File: config.mk
export PLATFORM = sky130hd
export DESIGN_NAME = cmd_queue_frontend
export DESIGN_NICKNAME = d
export VERILOG_FILES = /design/src/rtl/cmd_queue_frontend_pkg.sv /design/src/rtl/cmd_queue_frontend_rr_arbiter.sv /design/src/rtl/cmd_queue_frontend.sv
export SDC_FILE = /design/constraint.sdc
export NUM_CORES = 1
export LEC_CHECK = 0
export ABC_CLOCK_PERIOD_IN_PS = 4510
export CAP_MARGIN = 15
export CORE_MARGIN = 2
export CORE_UTILIZATION = 50
export DETAILED_ROUTE_END_ITERATION = 6
export PLACE_DENSITY = 0.72
export SLEW_MARGIN = 15
export SYNTH_ARGS = -nofsm -noshare
export SYNTH_HDL_FRONTEND = slang
export SYNTH_SLANG_ARGS = --single-unit
File: constraint.sdc
create_clock -name i_clk -period 4.51 [get_ports i_clk]
set_input_delay 0.902 -clock i_clk [delete_from_list [all_inputs] [get_ports i_clk]]
set_output_delay 0.902 -clock i_clk [all_outputs]
set_load 0.02 [all_outputs]
File: src/rtl/cmd_queue_frontend_pkg.sv
// Shared types and constants for the command queue front-end and its arbiter.
package cmd_queue_frontend_pkg;

    typedef struct packed {
        logic [3:0]  opcode;
        logic [11:0] arg;
    } cmd_t;

    localparam int CMDQ_DEPTH           = 8;
    localparam int CMDQ_SRC             = 2;
    localparam int CMDQ_MAX_OUTSTANDING = 16;

    localparam int ERR_POP_UNDERFLOW    = 0;
    localparam int ERR_FINISH_UNDERFLOW = 1;

    // Index width that stays legal for a single-entry range.
    function automatic int idx_width(input int n);
        return (n > 1) ? $clog2(n) : 1;
    endfunction

endpackage

File: src/rtl/cmd_queue_frontend_rr_arbiter.sv
// Round-robin arbiter: search starts at the pointer, pointer moves past the winner
// only when the grant is actually used (i_advance).
module rr_arbiter
    import cmd_queue_frontend_pkg::*;
#(
    parameter  int N  = 2,
    localparam int IW = idx_width(N)
) (
    input  logic          i_clk,
    input  logic          i_rstn,
    input  logic [N-1:0]  i_req,
    input  logic          i_advance,
    output logic [N-1:0]  o_grant_onehot,
    output logic [IW-1:0] o_grant_idx
);

    logic [IW-1:0] rr_ptr_q;
    logic [IW-1:0] rr_ptr_d;

    always_comb begin
        int   j;
        logic found;
        j              = 0;
        found          = 1'b0;
        o_grant_onehot = '0;
        o_grant_idx    = '0;
        for (int k = 0; k < N; k++) begin
            j = int'(rr_ptr_q) + k;
            if (j >= N) begin
                j = j - N;
            end
            if (!found && i_req[j]) begin
                found             = 1'b1;
                o_grant_onehot[j] = 1'b1;
                o_grant_idx       = IW'(j);
            end
        end
    end

    always_comb begin
        rr_ptr_d = rr_ptr_q;
        if (i_advance) begin
            rr_ptr_d = (int'(o_grant_idx) == N - 1) ? '0 : o_grant_idx + IW'(1);
        end
    end

    always_ff @(posedge i_clk or negedge i_rstn) begin
        if (!i_rstn) begin
            rr_ptr_q <= '0;
        end else begin
            rr_ptr_q <= rr_ptr_d;
        end
    end

endmodule

File: src/rtl/cmd_queue_frontend.sv
// Command front-end: round-robin intake from NUM_SRC sources into a show-ahead FIFO,
// gated by an outstanding-command credit counter, with flush and sticky error flags.
module cmd_queue_frontend
    import cmd_queue_frontend_pkg::*;
#(
    parameter  int NUM_SRC         = CMDQ_SRC,
    parameter  int DEPTH           = CMDQ_DEPTH,
    parameter  int MAX_OUTSTANDING = CMDQ_MAX_OUTSTANDING,
    localparam int SW              = idx_width(NUM_SRC),
    localparam int PW              = $clog2(DEPTH),
    localparam int LW              = $clog2(DEPTH + 1),
    localparam int OW              = $clog2(MAX_OUTSTANDING + 1)
) (
    input  logic               i_clk,
    input  logic               i_rstn,
    input  cmd_t               i_cmd [NUM_SRC],
    input  logic [NUM_SRC-1:0] i_cmd_valid,
    output logic [NUM_SRC-1:0] o_cmd_ready,
    output cmd_t               o_queue_cmd,
    output logic               o_queue_empty,
    input  logic               i_rd_queue,
    input  logic               i_finished_task,
    input  logic               i_flush,
    output logic [LW-1:0]      o_level,
    output logic [OW-1:0]      o_outstanding,
    output logic               o_idle,
    output logic [1:0]         o_err
);

    cmd_t          mem_q [DEPTH];
    logic [PW-1:0] wr_ptr_q, wr_ptr_d;
    logic [PW-1:0] rd_ptr_q, rd_ptr_d;
    logic [LW-1:0] level_q, level_d;
    logic [OW-1:0] outstanding_q, outstanding_d;
    logic [1:0]    err_q, err_d;
    logic          empty_q, idle_q;

    logic [NUM_SRC-1:0] grant;
    logic [SW-1:0]      grant_idx;
    logic               can_push, push, pop;

    // Gating with i_rstn keeps ready low while reset is held.
    assign can_push = i_rstn && (level_q != LW'(DEPTH))
                    && (outstanding_q < OW'(MAX_OUTSTANDING)) && !i_flush;
    assign push     = can_push && (|i_cmd_valid);
    assign pop      = i_rd_queue && !empty_q && !i_flush;

    rr_arbiter #(.N(NUM_SRC)) u_arb (
        .i_clk          (i_clk),
        .i_rstn         (i_rstn),
        .i_req          (i_cmd_valid),
        .i_advance      (push),
        .o_grant_onehot (grant),
        .o_grant_idx    (grant_idx)
    );

    always_comb begin
        int out_next;
        wr_ptr_d = wr_ptr_q;
        rd_ptr_d = rd_ptr_q;
        level_d  = level_q;
        err_d    = err_q;
        out_next = int'(outstanding_q);

        if (i_rd_queue && empty_q) begin
            err_d[ERR_POP_UNDERFLOW] = 1'b1;
        end

        if (i_flush) begin
            // Dropped entries were never issued, so their credits come back now.
            rd_ptr_d = wr_ptr_q;
            level_d  = '0;
            out_next = int'(outstanding_q) - int'(level_q);
        end else begin
            if (push) begin
                wr_ptr_d = wr_ptr_q + PW'(1);
                out_next = out_next + 1;
            end
            if (pop) begin
                rd_ptr_d = rd_ptr_q + PW'(1);
            end
            level_d = level_q + LW'(push) - LW'(pop);
        end

        if (i_finished_task) begin
            if (out_next == 0) begin
                err_d[ERR_FINISH_UNDERFLOW] = 1'b1;
            end else begin
                out_next = out_next - 1;
            end
        end
        outstanding_d = OW'(out_next);
    end

    always_ff @(posedge i_clk or negedge i_rstn) begin
        if (!i_rstn) begin
            wr_ptr_q      <= '0;
            rd_ptr_q      <= '0;
            level_q       <= '0;
            outstanding_q <= '0;
            err_q         <= '0;
            empty_q       <= 1'b1;
            idle_q        <= 1'b1;
        end else begin
            wr_ptr_q      <= wr_ptr_d;
            rd_ptr_q      <= rd_ptr_d;
            level_q       <= level_d;
            outstanding_q <= outstanding_d;
            err_q         <= err_d;
            empty_q       <= (level_d == '0);
            idle_q        <= (level_d == '0) && (outstanding_d == '0);
        end
    end

    always_ff @(posedge i_clk) begin
        if (push) begin
            mem_q[wr_ptr_q] <= i_cmd[grant_idx];
        end
    end

    assign o_cmd_ready   = can_push ? grant : '0;
    assign o_queue_cmd   = mem_q[rd_ptr_q];
    assign o_queue_empty = empty_q;
    assign o_level       = level_q;
    assign o_outstanding = outstanding_q;
    assign o_idle        = idle_q;
    assign o_err         = err_q;

endmodule

==> run_results.csv <==
group,metric,value,unit
outcome,status,"complete, no violations",
cells_and_area,layout.nets,504,
power_and_ir_drop,p_comb_frac,0.375,
hold_path,min_path_type,"reg -> reg",
timing,hold_viol,0,
timing,finalSetupViolCount,0,
timing,fin_setup_tns,0,ns
global_routing,grt_pass1_wl,20500,um
place,dp_slack,0.281,ns
clock_tree,cts_root_buf,"clkbuf_16",
power_and_ir_drop,power.density,615,nW/um2
setup_path,path_cells,"clkdlybuf4s50_1 > or3b_1 > nor3_4 > clkinv_1 > ha_1 > inv_1 > ha_1 > fa_1 > xnor2_1 > nor2_1 > nor4_1 > nor4b_2",
clock_tree,cts_resized,0,
power_and_ir_drop,peakVddDrop,0.376,mV
floorplanning,initial_core_util,0.512,
setup_path,cp-end-kind,"flop",
drt,wire_per_inst,20.1,um
logic_synthesis,synth_nets,417,
drt,wirelength,12700,um
floorplanning,die_area,13900,um2
global_routing,track_usage,0.198,
logic_synthesis,netlist_instances,363,
power_and_ir_drop,p_int,3.34,mW
power_and_ir_drop,p_seq_frac,0.373,
place,place.gp.congestion,0.803,
setup_path,crit_slowest_cell,"or3b_1",
clock_tree,numCtsBuffers,17,
drt,drt-initial-drc-count,214,
global_routing,grt_max_degree,35,
drt,vias,3491,
clock_tree,clockBufferDepth,2,
timing,setup_ws,0.710,ns
setup_path,critPathLaunchType,"primary input",
global_routing,antenna_found_initial,0,
cells_and_area,diodes,0,
cells_and_area,fin_area,8010,um2
place,hpwl,8170,um
drt,drt.antenna.violating_nets,0,
logic_synthesis,yosysSeqAreaShare,0.672,
setup_path,arrival,4.12,ns
floorplanning,fp.dieW,118,um
global_routing,grt_remaining_overflow,0,
setup_path,slowest_delay,0.50,ns
logic_synthesis,ys_warn_count,0,
timing,fin_skew,0.00471,ns
clock_tree,postCtsHoldBufs,0,
setup_path,crit_fanout,8,
drt,route.detailed.drc,0,
setup_path,cpMostUsedCell,"ha_1",
drt,avgViaCountPerCell,5.51,
logic_synthesis,synth_top_area_share,0.595,
timing,finalCritPeriodShare,0.843,
place,dpl_cell_area,7490,um2
clock_tree,ctsHtreeMaxLevel,4,
floorplanning,rows,41,
power_and_ir_drop,power_leakage,2.71,nW
logic_synthesis,ys_seq_elements,148,
cells_and_area,nFillCells,913,
logic_synthesis,ys_types,49,
power_and_ir_drop,p_switching,1.58,mW
timing,worst_pin_slew,0.938,ns
cells_and_area,fin_util,0.635,
cells_and_area,drive_gt1_frac,0.275,
clock_tree,postCtsSetupRepairBufs,0,
timing,fmax,263,MHz
cells_and_area,syn2layout_area_growth,23.9,%
logic_synthesis,avgSynthCellArea,17.8,um2
logic_synthesis,synth_edf_count,128,
logic_synthesis,syn_area,6460,um2
setup_path,cp.required,4.83,ns
floorplanning,die_y,118,um
setup_path,rrSetupSlack,1.22,ns
power_and_ir_drop,switching_share,0.322,
drt,dr.pass1.iters,4,
global_routing,grt_pass1_vias,3697,
floorplanning,core_area,12600,um2
timing,rsz0062_at_grt,"false",
timing,slew_headroom,0.375,
place,portBuffers,69,
clock_tree,clkSinkCount,148,
floorplanning,io_pins,70,
power_and_ir_drop,clockPowerShare,0.252,
logic_synthesis,synth_top_area_cell,"edfxtp_1",
logic_synthesis,synthTopCellsByCount,"edfxtp_1, mux2_2, mux4_2",
logic_synthesis,synthFlopType,"edfxtp_1",
clock_tree,clkSlewWorstSetupHoldPaths,0.06,ns
job,drv_cap,0,
setup_path,critical_path_class,"in -> reg",
timing,slew_violations,0,
clock_tree,worst_skew_pair.late_latency,0.41,ns
logic_synthesis,synthMostInstantiatedCell,"edfxtp_1",
timing,period_minus_slack,3.80,ns
clock_tree,tritoncts,"yes",
logic_synthesis,netlist_top_cells_area,"edfxtp_1, mux4_2, dfrtp_1",
logic_synthesis,async_flop_share,0.135,
==> kinds of logic (layout without fill, tap and decap cells) <==
kind of cell / count (synthesis) / after routing / synth area share
compound gates: 28 / 28 / 0.0323
xor+xnor: 10 / 10 / 0.0135
fa+ha+maj: 15 / 15 / 0.0314
buf+inv: 29 / 128 / 0.0180
flops: 148 / 148 / 0.672
mux: 67 / 67 / 0.173
simple gates: 66 / 66 / 0.0598
==> critical path: cells and delay by family <==
kind / cells / cell delay [ns]
xor gates and xnor gates: 1 / 0.14
adders and majority gates: 3 / 0.87
buffers and inverters: 3 / 0.64
and+or+nand+nor: 5 / 1.57
==> per-stage QoR <==
step                      hold WS [ns]  total power [mW]  std cells
after floorplan                  0.452              3.06        363
after global placement           0.436              3.69        603
after detailed placement         0.451              3.72        603
after CTS                        0.464              4.98        634
after global routing             0.486              5.19        634
final                            0.459              4.93        634
==> metal layers <==
layer / share of wire / global-route usage
met1: 0.44 / 0.267
met2: 0.51 / 0.321
met3: 0.050 / 0.0446
met4: 0.0064 / 0.0655
met5: 0 / 0
==> power by group through the flow <==
stage	Combinational, mW	Sequential, mW	Clock, mW
6_report	1.85	1.84	1.24
5_1_grt	2.00	1.86	1.33
4_1_cts	1.87	1.84	1.27
3_5_place_dp	1.85	1.87	0
3_3_place_gp	1.83	1.86	0
2_1_floorplan	1.27	1.79	0
==> layout by cell type, fill, tap and decap left out, drive strengths merged, types with 3 or more instances in the layout <==
| master | count |
|---|---|
| nor3b | 4 |
| a31oi | 4 |
| o21ai | 8 |
| dfrtp | 18 |
| ha | 13 |
| inv | 12 |
| a21o | 4 |
| xor2 | 3 |
| xnor2 | 7 |
| clkinv | 10 |
| mux2 | 33 |
| nor4b | 4 |
| clkbuf | 19 |
| buf | 16 |
| nor4 | 3 |
| nor2 | 9 |
| and2 | 3 |
| clkdlybuf4s50 | 69 |
| nand2b | 3 |
| mux4 | 32 |
| nand4 | 3 |
| nor2b | 5 |
| nor3 | 6 |
| nand2 | 19 |
| edfxtp | 128 |
| o31ai | 3 |
==> state kept, by name (all words and copies together) (netlist names), 2 cells and up <==
register and cells:
rd_ptr_q 3, mem_q 128, o_err 2, o_level 4, wr_ptr_q 3, o_outstanding 5
==> area by class of cell <==
type | count | area [um2] | area share
clock buffers | 19 | 433 | 0.0540
clock inverters | 12 | 90.1 | 0.0112
inverters | 12 | 45.0 | 0.00562
multi-input cells | 186 | 2040 | 0.255
flip-flops and latches | 148 | 4350 | 0.543
well taps | 172 | 215 | 0.0269
repair buffers | 85 | 836 | 0.104
==> final timing paths <==
| check | cells after the start | to | from |
|---|---|---|---|
| max | 12 | o_idle | i_rstn |
| min | 1 | o_err[0] | o_err[0] |
| max reg2reg | 11 | o_idle | o_outstanding[4] |
| min reg2reg | 1 | o_err[0] | o_err[0] |
| max in group asynchronous | 2 | o_queue_empty | i_rstn |
| min in group asynchronous | 2 | o_outstanding[1] | i_rstn |
(Power assumes the default switching activity.)
